[config.mk]
export PLATFORM = sky130hd
export DESIGN_NAME = fifo
export DESIGN_NICKNAME = d
export VERILOG_FILES = /design/src/rtl/fifo_pkg.sv /design/src/rtl/fifo_mem.sv /design/src/rtl/fifo.sv
export SDC_FILE = /design/constraint.sdc
export NUM_CORES = 1
export LEC_CHECK = 0
export CAP_MARGIN = 10
export CORE_ASPECT_RATIO = 1.5
export CORE_MARGIN = 2
export CORE_UTILIZATION = 55
export CTS_CLUSTER_DIAMETER = 50
export DETAILED_ROUTE_END_ITERATION = 6
export DONT_BUFFER_PORTS = 1
export GPL_ROUTABILITY_DRIVEN = 0
export PLACE_DENSITY = 0.76
export REMOVE_ABC_BUFFERS = 1
export SYNTH_ARGS = -nofsm -noshare
export SYNTH_HDL_FRONTEND = slang
export SYNTH_SLANG_ARGS = --single-unit
[constraint.sdc]
create_clock -name clk -period 4.5 [get_ports clk]
set_input_delay 0.9 -clock clk [delete_from_list [all_inputs] [get_ports clk]]
set_output_delay 0.9 -clock clk [all_outputs]
set_load 0.01 [all_outputs]
[src/rtl/fifo_pkg.sv]
// Shared defaults and sizing helpers for the single-clock FIFO.
package fifo_pkg;

  localparam int unsigned FifoWidth = 32;
  localparam int unsigned FifoDepth = 16;

  // Pointer width for a power-of-two depth; never narrower than one bit.
  function automatic int unsigned ptr_width(input int unsigned depth);
    return (depth > 1) ? $clog2(depth) : 1;
  endfunction

endpackage

[src/rtl/fifo_mem.sv]
// DEPTH x WIDTH register array with one write port and a registered read port.
module fifo_mem #(
  parameter int unsigned Width = 32,
  parameter int unsigned Depth = 16,
  parameter int unsigned AddrW = 4
) (
  input  logic             clk_i,
  input  logic             rst_i,
  input  logic             we_i,
  input  logic [AddrW-1:0] waddr_i,
  input  logic [Width-1:0] wdata_i,
  input  logic             re_i,
  input  logic [AddrW-1:0] raddr_i,
  output logic [Width-1:0] rdata_o
);

  logic [Width-1:0] mem_q [Depth];
  logic [Width-1:0] mem_d [Depth];
  logic [Width-1:0] rdata_q, rdata_d;

  always_comb begin
    mem_d = mem_q;
    if (we_i) begin
      mem_d[waddr_i] = wdata_i;
    end
  end

  // Read data holds until the next accepted read.
  always_comb begin
    rdata_d = rdata_q;
    if (re_i) begin
      rdata_d = mem_q[raddr_i];
    end
  end

  // Storage is never cleared; only the read register returns to zero.
  always_ff @(posedge clk_i) begin
    mem_q <= mem_d;
  end

  always_ff @(posedge clk_i) begin
    if (rst_i) begin
      rdata_q <= '0;
    end else begin
      rdata_q <= rdata_d;
    end
  end

  assign rdata_o = rdata_q;

endmodule

[src/rtl/fifo.sv]
// Synchronous single-clock FIFO: pointers, occupancy count, flag decode and accept logic.
module fifo
  import fifo_pkg::*;
#(
  parameter int unsigned WIDTH       = FifoWidth,
  parameter int unsigned DEPTH       = FifoDepth,
  parameter bit          RESET_VALUE = 1'b1
) (
  input  logic             clk,
  input  logic             reset,
  input  logic [WIDTH-1:0] input_data,
  input  logic             write,
  input  logic             read,
  output logic [WIDTH-1:0] output_data,
  output logic             empty,
  output logic             full
);

  localparam int unsigned PtrW = ptr_width(DEPTH);
  localparam int unsigned CntW = PtrW + 1;
  localparam logic [CntW-1:0] DepthCnt = CntW'(DEPTH);
  localparam logic [CntW-1:0] CntOne   = CntW'(1);

  logic            rst_active;
  logic            wr_en, rd_en;
  logic [PtrW-1:0] wr_ptr_q, wr_ptr_d;
  logic [PtrW-1:0] rd_ptr_q, rd_ptr_d;
  logic [CntW-1:0] count_q, count_d;

  assign rst_active = (reset == RESET_VALUE);

  // Flags come only from the count register, never from the request inputs.
  assign empty = (count_q == '0);
  assign full  = (count_q == DepthCnt);

  always_comb begin
    wr_en    = write & ~full;
    rd_en    = read & ~empty;
    wr_ptr_d = wr_ptr_q + PtrW'(wr_en);
    rd_ptr_d = rd_ptr_q + PtrW'(rd_en);
    count_d  = count_q;
    unique case ({wr_en, rd_en})
      2'b10:   count_d = count_q + CntOne;
      2'b01:   count_d = count_q - CntOne;
      default: count_d = count_q;
    endcase
  end

  always_ff @(posedge clk) begin
    if (rst_active) begin
      wr_ptr_q <= '0;
      rd_ptr_q <= '0;
      count_q  <= '0;
    end else begin
      wr_ptr_q <= wr_ptr_d;
      rd_ptr_q <= rd_ptr_d;
      count_q  <= count_d;
    end
  end

  fifo_mem #(
    .Width (WIDTH),
    .Depth (DEPTH),
    .AddrW (PtrW)
  ) u_mem (
    .clk_i   (clk),
    .rst_i   (rst_active),
    .we_i    (wr_en & ~rst_active),
    .waddr_i (wr_ptr_q),
    .wdata_i (input_data),
    .re_i    (rd_en & ~rst_active),
    .raddr_i (rd_ptr_q),
    .rdata_o (output_data)
  );

endmodule

==> metrics.yaml, run 1 <==
rr_startpoint: "count_q[1]"
clock-skew-final_ns: 0.0178
classification_of_the_worst_setup_path: "flip-flop to flip-flop"
design.die.area_um2: 40100
grt_setup_unrepaired: "false"
maxSlewViolCount: 0
finalCritPeriodShare_pct: 66.9
share_seq_of_total_power_pct: 50.8
die_width_um: 164
post-route-min-period_ns: 3.01
comb_pwr_share_pct: 16.5
data_required_time_at_the_worst_endpoint_ns: 4.95
drt_wl_total_um: 42600
cts_buffers: 49
worst_ir_drop_vdd_mv: 0.468
max_freq_mhz: 332
h_tree_levels: 2
clkPwrFrac_pct: 32.7
vias: 9636
number_of_nets_still_failing_antenna_checks_after_routing: 0
netlist_instances: 992
ys_seq_elements: 557
max-clock-path-buffers: 3
maximum_number_of_pins_on_one_net_before_global_route_repair: 63
setup_buffers_after_cts: 0
area_growth_from_synthesis_to_layout_pct: 10.5
synth_ff_type: "sky130_fd_sc_hd__edfxtp_1"
clkLatencyLatePin_ns: 0.56
most-common-layout-cells: "sky130_fd_sc_hd__edfxtp_1, sky130_fd_sc_hd__mux4_2, sky130_fd_sc_hd__clkbuf_16"
drive_gt1_share_pct: 23.5
ctsHoldBuffers: 0
yosys_warn_count: 0
io_pins: 70
dieHeight_um: 244
post_synth_instance_area_um2: 21200
post_cts_resize_count: 0
total_switching_power_mw: 3.01
worst-endpoint-arrival_ns: 3.46
finish.net_count: 1050
final_core_util_pct: 61.2
netSwitchingFraction_pct: 24.7
initial_cell_density_of_the_core_pct: 55.4
port_buffers: 0
p_total_mw: 12.2
drt-vias-per-instance: 6.26
min_path_cells: 1
use_met3_pct: 3.65
power_per_cell_area_nw_per_um2: 520
grt_first_pass_wirelength_um: 64400
grt.overflow.total: 0
holdCritStartpoint: "reset"
globalRouteTotalUtil_pct: 21.9
clockRootBuffer: "sky130_fd_sc_hd__clkbuf_16"
sequential_share_of_the_synthesized_area_pct: 76.8
placementRows: 88
grt.busiest_layer: "met2"
outcome: "completed"
antenna_found_initial: 0
timing_hold_violations_final: 0
internal_power_mw: 9.16
timing_worst_slew_pin_value_ns: 1.22
leakagePower_nw: 7.09
synth-edff-count: 512
n_antenna_cell: 0
dp_hpwl_um: 24700
routed_wire_length_per_instance_um: 27.7
grt_use_met1_pct: 28.9
clk_transition_reported_paths_ns: 0.06
groute.layer.met2.usage_pct: 37.8
kind_of_start_point_of_the_critical_path: "flip-flop"
first_global_vias: 10200
reg2regPathDepth: 10
netlist-cell-type-count: 38
drt_first_iter_violations: 748
synth_async_sr_flop_share_pct: 0
cts_tree: "built"
core_box_area_um2: 38200
drc_errors: 0
timing.max_slew.rel_slack_pct: 18.4
end_kind: "flip-flop"
min_path_type: "primary input to flip-flop"
numClockSinks: 557
final_common_cell: "sky130_fd_sc_hd__edfxtp_1"
post_synth.cell_area_avg_um2: 21.4
cp_max_fo: 8
maxCapViolCount: 0
drt_pre_antenna_iters: 5
setup_viol_count_final: 0
startpoint: "count_q[1]"
==> layout make-up <==
class	count	area (um^2)
Tap cell	495	619
Fill cell	2495	14800
Clock buffer	60	1290
Inverter	4	15.0
Timing Repair Buffer	25	225
Sequential cell	557	16300
Clock inverter	27	216
Multi-Input combinational cell	371	4740
==> cell usage after synthesis (2+ instances only) <==
cell | count | area (um^2)
sky130_fd_sc_hd__xnor2_1 | 3 | 26.3
sky130_fd_sc_hd__a21oi_1 | 34 | 170
sky130_fd_sc_hd__inv_1 | 4 | 15.0
sky130_fd_sc_hd__nand2b_1 | 2 | 12.5
sky130_fd_sc_hd__ha_1 | 6 | 75.1
sky130_fd_sc_hd__nor3_1 | 7 | 35.0
sky130_fd_sc_hd__nor2b_1 | 39 | 244
sky130_fd_sc_hd__edfxtp_1 | 512 | 15400
sky130_fd_sc_hd__nand3b_1 | 3 | 22.5
sky130_fd_sc_hd__clkbuf_1 | 30 | 113
sky130_fd_sc_hd__xor2_1 | 4 | 35.0
sky130_fd_sc_hd__buf_4 | 3 | 22.5
sky130_fd_sc_hd__buf_1 | 2 | 7.51
sky130_fd_sc_hd__nor2_1 | 27 | 101
sky130_fd_sc_hd__nand3_1 | 4 | 20.0
sky130_fd_sc_hd__a211oi_1 | 32 | 240
sky130_fd_sc_hd__buf_2 | 24 | 120
sky130_fd_sc_hd__mux2i_1 | 34 | 340
sky130_fd_sc_hd__mux4_2 | 128 | 2880
sky130_fd_sc_hd__dfxtp_1 | 45 | 901
sky130_fd_sc_hd__a22o_1 | 32 | 280
==> state kept, by name, indices dropped and copies added, names as in the netlist <==
register	flops
wr_ptr_q	4
count_q	5
u_mem.mem_q	512
u_mem.rdata_o	32
rd_ptr_q	4
==> power groups by stage <==
stage          sequential, mW  combinational [mW]  clock, mW
2_1_floorplan            6.41                1.59          0
3_3_place_gp             6.29                2.00          0
3_5_place_dp             6.30                2.03          0
4_1_cts                  6.19                2.05       4.04
5_1_grt                  6.22                2.18       4.22
6_report                 6.18                2.01       3.98
==> per-stage QoR <==
| step | cells | area (um^2) | hold WS, ns | worst slack [ns] | setup TNS (ns) |
|---|---|---|---|---|---|
| after floorplan | 932 | 20900 | 0.511 | -2.39 | -82.09 |
| after global placement | 1452 | 21900 | 0.538 | 1.39 | 0 |
| after detailed placement | 1452 | 21900 | 0.541 | 1.31 | 0 |
| after CTS | 1539 | 23400 | 0.377 | 1.50 | 0 |
| after global routing | 1539 | 23400 | 0.382 | 1.30 | 0 |
| final | 1539 | 23400 | 0.405 | 1.49 | 0 |
==> path summary, 6_finish.rpt <==
path | endpoint | slack [ns]
min reg2reg | u_mem.rdata_o[7] | 0.55
max | count_q[2] | 1.49
min | rd_ptr_q[0] | 0.41
max reg2reg | count_q[2] | 1.49
==> metal layers <==
metal / routed length, um / up-vias
li1: - / 4159
met1: 16400 / 5073
met2: 22700 / 329
met3: 2410 / 75
met4: 1030 / 0
met5: 0 / -
==> critical path, stage by stage (launching register included) <==
cell and delay, ns:
sky130_fd_sc_hd__dfxtp_1 0.38, sky130_fd_sc_hd__or4_4 0.56, sky130_fd_sc_hd__o21ai_0 0.52, sky130_fd_sc_hd__ha_1 0.38, sky130_fd_sc_hd__xor2_1 0.17, sky130_fd_sc_hd__ha_1 0.25, sky130_fd_sc_hd__inv_1 0.07, sky130_fd_sc_hd__and3_1 0.16
sky130_fd_sc_hd__nor3_1 0.20, sky130_fd_sc_hd__xnor2_1 0.15, sky130_fd_sc_hd__nor2_1 0.05
==> cell families after synthesis <==
kind of cell	after synthesis	synth area share, %
flip-flops	557	76.8
AO/OA/AOI/OAI	105	3.57
adder cells (fa/ha/maj)	6	0.354
multiplexers	163	15.3
AND/OR/NAND/NOR	90	2.33
buffers and inverters	64	1.36
XOR/XNOR	7	0.289
Note: power is estimated with default switching activity, not from simulation.
==> run 2: changes to the inputs <==
--- a/config.mk
+++ b/config.mk
@@ -13,7 +13,7 @@
 export DETAILED_ROUTE_END_ITERATION = 6
 export DONT_BUFFER_PORTS = 1
 export GPL_ROUTABILITY_DRIVEN = 0
-export PLACE_DENSITY = 0.76
+export PLACE_DENSITY = 0.73
 export REMOVE_ABC_BUFFERS = 1
 export SYNTH_ARGS = -nofsm -noshare
 export SYNTH_HDL_FRONTEND = slang
==> constraint.sdc (replaced) <==
create_clock -name clk -period 2.99 [get_ports clk]
set_input_delay 0.598 -clock clk [delete_from_list [all_inputs] [get_ports clk]]
set_output_delay 0.598 -clock clk [all_outputs]
set_load 0.01 [all_outputs]
==> metrics.yaml, run 2 (same netlist as run 1, synthesis figures left out) <==
finish.net_count: 1079
drt_first_iter_violations: 864
worst-endpoint-arrival_ns: 3.05
end_kind: "flip-flop"
kind_of_start_point_of_the_critical_path: "flip-flop"
drive_gt1_share_pct: 26.6
number_of_nets_still_failing_antenna_checks_after_routing: 0
antenna_found_initial: 0
grt_use_met1_pct: 29.2
maximum_number_of_pins_on_one_net_before_global_route_repair: 40
timing.max_slew.rel_slack_pct: 33.1
outcome: "completed"
post-route-min-period_ns: 2.78
area_growth_from_synthesis_to_layout_pct: 12.8
drt_wl_total_um: 43200
timing_worst_slew_pin_value_ns: 1.00
clk_transition_reported_paths_ns: 0.06
postLayoutCellArea_um2: 23900
use_met3_pct: 3.82
classification_of_the_worst_setup_path: "flip-flop to flip-flop"
groute.layer.met2.usage_pct: 38.5
place_worst_setup_slack_ns: 0.126
grt.busiest_layer: "met2"
routed_wire_length_per_instance_um: 27.5
initial_cell_density_of_the_core_pct: 55.4
grt.overflow.total: 0
first_global_vias: 10400
globalRouteTotalUtil_pct: 22.2
clockRootBuffer: "sky130_fd_sc_hd__clkbuf_16"
power_per_cell_area_nw_per_um2: 788
min_path_type: "primary input to flip-flop"
clkLatencyLatePin_ns: 0.57
setup_buffers_after_cts: 0
design.die.area_um2: 40100
numClockSinks: 557
leakagePower_nw: 7.33
dieHeight_um: 244
placementRows: 88
final_core_util_pct: 62.6
cts_tree: "built"
max_freq_mhz: 360
most-common-layout-cells: "sky130_fd_sc_hd__edfxtp_1, sky130_fd_sc_hd__mux4_2, sky130_fd_sc_hd__clkbuf_16"
dp.cells: 1481
worst_ir_drop_vdd_mv: 0.699
drt-vias-per-instance: 6.31
maxCapViolCount: 0
port_buffers: 0
maxSlewViolCount: 0
setup-tns-final_ns: 0
cts_buffers: 49
h_tree_levels: 2
flip_flop_count_of_the_largest_register_after_layout: 512
cp_max_fo: 26
final.hold.worst_slack_ns: 0.0917
grt_first_pass_wirelength_um: 65000
regToRegSetupSlack_ns: 0.21
p_total_mw: 18.8
clock-skew-final_ns: 0.0185
drc_errors: 0
final.setup.worst_slack_ns: 0.209
finalCritPeriodShare_pct: 93.0
data_required_time_at_the_worst_endpoint_ns: 3.25
die_width_um: 164
ctsHoldBuffers: 0
final_common_cell: "sky130_fd_sc_hd__edfxtp_1"
n_antenna_cell: 0
post_layout_nonfiller_instances: 1572
vias: 9926
setup_viol_count_final: 0
dp_hpwl_um: 24500
drt_pre_antenna_iters: 5
placement.cell_area_um2: 22300
timing_hold_violations_final: 0
register_containing_the_most_flip_flops_in_the_final_layout: "u_mem.mem_q"
max-clock-path-buffers: 3
core_box_area_um2: 38200
grt_setup_unrepaired: "false"
io_pins: 70
## run 2: critical path: stages, from the launching register on
cell	delay, ns
sky130_fd_sc_hd__dfxtp_1	0.45
sky130_fd_sc_hd__or4_4	0.20
sky130_fd_sc_hd__o21ai_1	0.10
sky130_fd_sc_hd__or4_1	0.60
sky130_fd_sc_hd__nor2_4	0.82
sky130_fd_sc_hd__buf_4	0.31
## run 2: where the power goes
group          switching (mW)  internal (mW)  leakage, nW
Sequential              0.340           8.84         4.98
Clock                    2.75           3.54        0.782
Combinational            1.58           1.79         1.57
Total                    4.67           14.2         7.33
## run 2: layout make-up
class | instances | area [um^2]
flip-flops and latches | 557 | 16300
fillers | 2503 | 14300
multi-input cells | 371 | 4750
clock buffers | 59 | 1330
well taps | 495 | 619
repair buffers | 54 | 606
clock inverters | 32 | 295
inverters | 4 | 15.0
## run 2: routing by layer
layer | wire (um) | part of all wire (%)
met5 | 0 | 0
met1 | 16600 | 38
met3 | 2710 | 6.3
met4 | 879 | 2.0
met2 | 23000 | 53
## run 2: path summary, 6_finish.rpt
kind / cells past startpoint / start / end
hold / removal: 1 / reset / rd_ptr_q[0]
setup reg to reg: 5 / count_q[0] / u_mem.mem_q[119]
hold reg to reg: 1 / u_mem.rdata_o[0] / u_mem.rdata_o[0]
setup / recovery: 5 / count_q[0] / u_mem.mem_q[119]
## run 2: repair_timing
item | in CTS | in global routing
endpoints found under the hold margin | 0 | 0
gates resized for setup | 0 | 2
endpoints found under the setup margin | 0 | 8
